<file path="config.mk">
export PLATFORM = sky130hd
export DESIGN_NAME = qdr_replay_ctrl
export DESIGN_NICKNAME = d
export VERILOG_FILES = /design/src/rtl/qdr_replay_ctrl.sv
export SDC_FILE = /design/constraint.sdc
export NUM_CORES = 1
export LEC_CHECK = 0
export BUFFER_PORTS_ARGS = -buffer_cell sky130_fd_sc_hd__buf_4
export CAP_MARGIN = 20
export CORE_AREA = 2 2 145 147
export CTS_CLUSTER_SIZE = 24
export DETAILED_ROUTE_END_ITERATION = 8
export DIE_AREA = 0 0 147 149
export HOLD_SLACK_MARGIN = 0.05
export PLACE_DENSITY_LB_ADDON = 0.15
export SYNTH_ARGS = -nofsm -noshare
export SYNTH_HDL_FRONTEND = slang
export SYNTH_SLANG_ARGS = --single-unit
</file>
<file path="constraint.sdc">
create_clock -name clk -period 8 [get_ports clk]
set_input_delay 1.6 -clock clk [delete_from_list [all_inputs] [get_ports clk]]
set_output_delay 1.6 -clock clk [all_outputs]
set_load 0.05 [all_outputs]
</file>
<file path="src/rtl/qdr_replay_ctrl.sv">
// qdr_replay_ctrl: store/replay sequencer for the QDR datapath; optional read pacing under REPLAY_RATE_LIMIT_EN
module qdr_replay_ctrl #(
    parameter int MEM_ADDR_WIDTH     = 19,
    parameter int MAX_OUTSTANDING    = 16,
    parameter int REPLAY_COUNT_WIDTH = 32
) (
    input  logic                          clk,
    input  logic                          rst,
    input  logic                          sw_rst,
    input  logic                          cal_done,
    input  logic                          start_store,
    input  logic                          start_replay,
    input  logic                          compelete_replay,
    input  logic [REPLAY_COUNT_WIDTH-1:0] replay_count,
    input  logic                          in_fifo_empty,
    output logic                          in_fifo_rd_en,
    output logic                          app_wr_cmd,
    output logic [MEM_ADDR_WIDTH-1:0]     app_wr_addr,
    output logic                          app_rd_cmd,
    output logic [MEM_ADDR_WIDTH-1:0]     app_rd_addr,
    input  logic                          app_rd_valid,
    input  logic                          out_fifo_nearly_full,
`ifdef REPLAY_RATE_LIMIT_EN
    input  logic [7:0]                    rate_gap,
`endif
    output logic [MEM_ADDR_WIDTH-1:0]     mem_addr_high,
    output logic                          mem_full,
    output logic [2:0]                    state,
    output logic [REPLAY_COUNT_WIDTH-1:0] pass_cnt,
    output logic                          replay_done
);
    localparam int OW = $clog2(MAX_OUTSTANDING + 1);
    localparam logic [MEM_ADDR_WIDTH-1:0] ONE = 1;
    localparam logic [MEM_ADDR_WIDTH-1:0] LAST = {MEM_ADDR_WIDTH{1'b1}};
    localparam logic [REPLAY_COUNT_WIDTH-1:0] PONE = 1;
    localparam logic [OW-1:0] MAX_O = OW'(MAX_OUTSTANDING);
    typedef enum logic [2:0] {IDLE = 3'd0, STORE = 3'd1, FLUSH = 3'd2, REPLAY = 3'd3, DRAIN = 3'd4, DONE = 3'd5} state_t;
    state_t state_q, state_d;
    logic store_q, replay_q, comp_q;
    logic [MEM_ADDR_WIDTH-1:0] wr_ptr, rd_ptr;
    logic [OW-1:0] outstanding;
    logic rst_all, store_edge, replay_edge, comp_edge, issue, wrap, last_pass, gap_ok;
    assign rst_all     = rst | sw_rst;
    assign store_edge  = start_store & ~store_q;
    assign replay_edge = start_replay & ~replay_q;
    assign comp_edge   = compelete_replay & ~comp_q;
    assign wrap        = rd_ptr == mem_addr_high - ONE;
    assign last_pass   = (replay_count != '0) && (pass_cnt + PONE == replay_count);
    assign state       = state_q;
    assign replay_done = state_q == DONE;
`ifdef REPLAY_RATE_LIMIT_EN
    logic [7:0] gap_cnt;
    assign gap_ok = gap_cnt == 8'd0;
    // enforce rate_gap idle cycles after each read command
    always_ff @(posedge clk) begin
        if (rst_all) gap_cnt <= '0;
        else gap_cnt <= issue ? rate_gap : (gap_ok ? gap_cnt : gap_cnt - 8'd1);
    end
`else
    assign gap_ok = 1'b1;
`endif
    // next state, FIFO pop and read-issue decision
    always_comb begin
        state_d       = state_q;
        in_fifo_rd_en = 1'b0;
        issue         = 1'b0;
        case (state_q)
            IDLE:   state_d = (store_edge & cal_done) ? STORE : IDLE;
            STORE: begin
                in_fifo_rd_en = ~in_fifo_empty & ~mem_full & ~replay_edge;
                state_d       = replay_edge ? FLUSH : STORE;
            end
            FLUSH:  state_d = (wr_ptr == '0) ? DONE : REPLAY;
            REPLAY: begin
                issue   = ~comp_edge & (outstanding < MAX_O) & ~out_fifo_nearly_full & gap_ok;
                state_d = (comp_edge | (issue & wrap & last_pass)) ? DRAIN : REPLAY;
            end
            DRAIN:  state_d = (outstanding == '0) ? DONE : DRAIN;
            DONE:   state_d = store_edge ? STORE : ((replay_edge & (mem_addr_high != '0)) ? REPLAY : DONE);
            default: state_d = IDLE;
        endcase
    end
    // state register
    always_ff @(posedge clk) begin
        if (rst_all) state_q <= IDLE;
        else state_q <= state_d;
    end
    // edge detectors, pointers, credits and registered QDR commands
    always_ff @(posedge clk) begin
        if (rst_all) begin
            store_q       <= start_store;
            replay_q      <= start_replay;
            comp_q        <= compelete_replay;
            wr_ptr        <= '0;
            rd_ptr        <= '0;
            outstanding   <= '0;
            pass_cnt      <= '0;
            mem_addr_high <= '0;
            mem_full      <= 1'b0;
            app_wr_cmd    <= 1'b0;
            app_wr_addr   <= '0;
            app_rd_cmd    <= 1'b0;
            app_rd_addr   <= '0;
        end else begin
            store_q    <= start_store;
            replay_q   <= start_replay;
            comp_q     <= compelete_replay;
            app_wr_cmd <= in_fifo_rd_en;
            app_rd_cmd <= issue;
            if (state_d == STORE && state_q != STORE) begin
                wr_ptr   <= '0;
                mem_full <= 1'b0;
            end
            if (in_fifo_rd_en) begin
                app_wr_addr <= wr_ptr;
                wr_ptr      <= wr_ptr + ONE;
                if (wr_ptr + ONE == LAST) mem_full <= 1'b1;
            end
            if (state_q == FLUSH) mem_addr_high <= wr_ptr;
            if (state_d == REPLAY && state_q != REPLAY) begin
                rd_ptr   <= '0;
                pass_cnt <= '0;
            end
            if (issue) begin
                app_rd_addr <= rd_ptr;
                rd_ptr      <= wrap ? '0 : rd_ptr + ONE;
                if (wrap) pass_cnt <= pass_cnt + PONE;
            end
            if (issue & ~app_rd_valid) outstanding <= outstanding + OW'(1);
            else if (~issue & app_rd_valid & (outstanding != '0)) outstanding <= outstanding - OW'(1);
        end
    end
endmodule
</file>
==> metrics.log <==
INFO  metric p_total = approximately 1600 uW
INFO  metric cp_slowest_stage_delay = around 680 ps
INFO  metric worst_path_max_delay_cell = sky130_fd_sc_hd__inv_1
INFO  metric synth-seq-cells = 141
INFO  metric synth_warnings = 0
INFO  metric clkSinkCount = roughly 140
INFO  metric timing.reg2reg.worst_path_depth = 8
INFO  metric critical_path_class = in -> out
INFO  metric slew_headroom = 33.81%
INFO  metric cts.reportedPaths.clkPinSlew = roughly 60 ps
INFO  metric cts_root_buf = sky130_fd_sc_hd__clkbuf_16
INFO  metric maxCapViolations = 0
INFO  metric post_synth_main_area_contributors = sky130_fd_sc_hd__dfxtp_1 33%, sky130_fd_sc_hd__nand2_1 8.5%, sky130_fd_sc_hd__a21oi_1 6.0%, sky130_fd_sc_hd__xnor2_1 4.8%, sky130_fd_sc_hd__a31oi_1 4.2%
INFO  metric diodes = 0
INFO  metric vias = about 8,500
INFO  metric critical-path-top-delay-family = buffers and inverters
INFO  metric groute.layer.met3.usage = between 4 and 5%
INFO  metric layout-drive-gt1-share = 16.37%
INFO  metric timing_max_transition_violations_final = 0
INFO  metric gp_congestion = 0.8577
INFO  metric die_area = 0.02190 sq mm
INFO  metric worstPathArrival = 2990 ps
INFO  metric fin_tns_setup = 0 ps
INFO  metric rows = 53
INFO  metric timing_worst_slew_pin_value = 990.1 ps
INFO  metric area_growth_from_synthesis_to_layout = 19.05%
INFO  metric pwr_cell_area = around 160 mW/mm^2
INFO  metric mappedNetlistArea = 0.008461 sq mm
INFO  metric worst_setup_path_end_kind = primary output
INFO  metric worstSkewPairLatency = 430 ps
INFO  metric fin_crit_sh = 57.37%
INFO  metric ys_types = between 70 and 80
INFO  metric report.final.setup_viol = 0
INFO  metric grt_pass1_wl = 40,960 microns
INFO  metric layout.core_utilization = 49.00%
INFO  metric hold_ws = 456.3 ps
INFO  metric maxClockFrequency = between 200 and 250 MHz
INFO  metric grt_start_max_net_pins = 90
INFO  metric synth-seq-area-share = 33.36%
INFO  metric initial_core_util = 41.16%
INFO  metric timing.critical_path.mode_cell = sky130_fd_sc_hd__buf_4
INFO  metric synth_flop_cell = sky130_fd_sc_hd__dfxtp_1
INFO  metric layout_min_cycle_time = 4589 ps
INFO  metric viasPerCell = 5.772
INFO  metric use_met1 = 31.51%
INFO  metric post-synth-top-area-cell = sky130_fd_sc_hd__dfxtp_1
INFO  metric number_of_antenna_violations_at_the_first_check_in_global_routing = 0
INFO  metric switching_portion_of_total_power = 22.83%
INFO  metric clock_network_fraction_of_design_power = 51.6%
INFO  metric cts_buffer_depth = 2
INFO  metric dieHeight = 149 microns
INFO  metric htreeDepth = 4
INFO  metric path_buf_inv = 3
INFO  metric synthesis.area_per_instance = 7.588 sq um
INFO  metric path_cells = buf_4, nor3_1, nand3_1, inv_1, buf_4
INFO  metric holdBufCountCts = 0
INFO  metric chip_width = 147 microns
INFO  metric worstSetupStartpointType = input port
INFO  metric critical_path_maximum_fanout = 31
INFO  metric routedWlPerCell = 17.31 microns
INFO  metric synth-async-reset-ratio = 0%
INFO  metric global_route.overflow_total = 0
INFO  metric drc = 0
INFO  metric synth_top_area_share = 33.36%
INFO  metric detailedRoute.firstIterationViolations = 574
INFO  metric seq_power_share = 44.2%
INFO  metric dp_hpwl = approximately 18,000 microns
INFO  metric grt.total_usage = between 20% and 30%
INFO  metric post-cts-setup-buffers = 0
INFO  metric final_instance_count_excl_fillers = 1,472
INFO  metric first_pass_iters = 5
INFO  metric clock-skew-final = 14.29 ps
INFO  metric hold_path.class = reg -> reg
INFO  metric hold_violations = 0
INFO  metric pin_count = 139
INFO  metric post_cts.resized_instances = 0
INFO  metric port_buffer_count = 138
INFO  metric cts_made_buffers = 17
INFO  metric timing.critical_path.required = 6400 ps
INFO  metric fin_nets = 1,236
INFO  metric finalWirelength = about 25,000 microns
INFO  metric ant_nets = 0
INFO  metric design.core.area = 0.02056 sq mm
INFO  metric static-leakage-power = 0.003673 uW
INFO  metric cell_total_after_placement = 1,439
INFO  metric grt.met2_usage = 37.32%
INFO  metric p_int = ~1200 uW
INFO  metric syn-instance-count = 1,115
INFO  metric synth.net_count = approximately 1,200
INFO  metric relative_contribution_of_combinational_cells_to_total_power = 4.3%
INFO  metric crit_cells = 5
INFO  metric grt_pass1_vias = 7,807
INFO  metric power.ir.vdd_worst = 126.1 uV
INFO  metric rsz0062_at_grt = false
INFO  metric synth_enable_flop_cells = 0
INFO  metric run_status = completed
INFO  metric grt_busiest_layer = met2
INFO  metric power_switching = 364.2 uW
INFO  metric tritoncts = yes
INFO  metric worstHoldPathCells = 2
registers in the layout (all words and copies together) (netlist names), 3 cells and up:
register / cells
wr_ptr: 19
app_rd_addr: 19
app_wr_addr: 19
rd_ptr: 19
pass_cnt: 32
outstanding: 5
mem_addr_high: 19
state: 3
layer usage:
metal | vias up | share of wire (%)
met2 | 268 | 46
met3 | 38 | 5.4
met4 | 0 | 1.7
li1 | 4160 | -
met1 | 4030 | 47
met5 | - | 0
final cells by class:
| cell class | instances | area, sq um |
|---|---|---|
| fill | 2088 | 10490 |
| inverter | 16 | 60.06 |
| tap | 275 | 344.1 |
| multi-input combinational | 864 | 5159 |
| timing repair buffer | 144 | 1081 |
| clock buffer | 18 | 439.2 |
| clock inverter | 14 | 166.4 |
| sequential | 141 | 2823 |
path summary, 6_finish.rpt:
path                                  from                           end  slack [ps]
max                          in_fifo_empty                 in_fifo_rd_en        3410
min           app_wr_addr[12]$_SDFFE_PP0P_  app_wr_addr[12]$_SDFFE_PP0P_         460
max reg2reg  mem_addr_high[3]$_SDFFE_PP0P_       pass_cnt[20]$_SDFF_PP0_        4170
min reg2reg   app_wr_addr[12]$_SDFFE_PP0P_  app_wr_addr[12]$_SDFFE_PP0P_         460
placed cells by master (no fill, tap or decap), drive strengths merged, types with 21 or more instances in the layout:
master  Yosys  final
a21oi     102    102
a31oi      57     57
and3       21     21
buf        19    144
dfxtp     141    141
nand2     193    193
nand3      45     45
nand4      29     29
nor2       55     55
nor3       26     26
nor4       27     27
o21ai      58     58
xnor2      47     47
xor2       31     31
power groups by stage:
stage | combinational (uW) | sequential, uW | clock [uW]
floorplan | 36.8 | 720 | 0
global placement | 67.6 | 720 | 0
detailed placement | 67.7 | 720 | 0
CTS | 68.5 | 705 | 836
global route | 73.8 | 704 | 869
finish | 67.9 | 705 | 823
cells by family (layout without fill, tap and decap cells):
logic type / after synthesis / in the layout / synth area share, %
AO/OA/AOI/OAI: 273 / 273 / 19.36
buffers and inverters: 110 / 192 / 5.664
flip-flops: 141 / 141 / 33.36
multiplexers: 9 / 9 / 1.065
AND/OR/NAND/NOR: 493 / 493 / 30.55
XOR/XNOR: 79 / 79 / 8.430
adder cells (fa/ha/maj): 10 / 10 / 1.568
synth_stat cells, drive strengths merged, types with 12 or more instances:
cell,count
and3,21
or4,13
buf,19
nand2,193
nor4,27
or3,13
and4,12
nand4,29
xor2,31
nor3,26
a31oi,57
inv,16
o21ai,58
nand3b,16
nor2,55
clkbuf,75
dfxtp,141
nand3,45
xnor2,47
a21oi,102
through the flow:
step,area [sq um],worst slack [ps]
floorplan,8461,3669
global placement,9459,3416
detailed placement,9459,3398
CTS,10060,3391
global route,10070,3241
finish,10070,3411
tightest hold or removal path, cell delays in order, from the launching register on:
cell	delay, ps
sky130_fd_sc_hd__dfxtp_1	310
sky130_fd_sc_hd__nand2_1	50
sky130_fd_sc_hd__a21oi_1	50
Power figures use the tool's default switching activity.
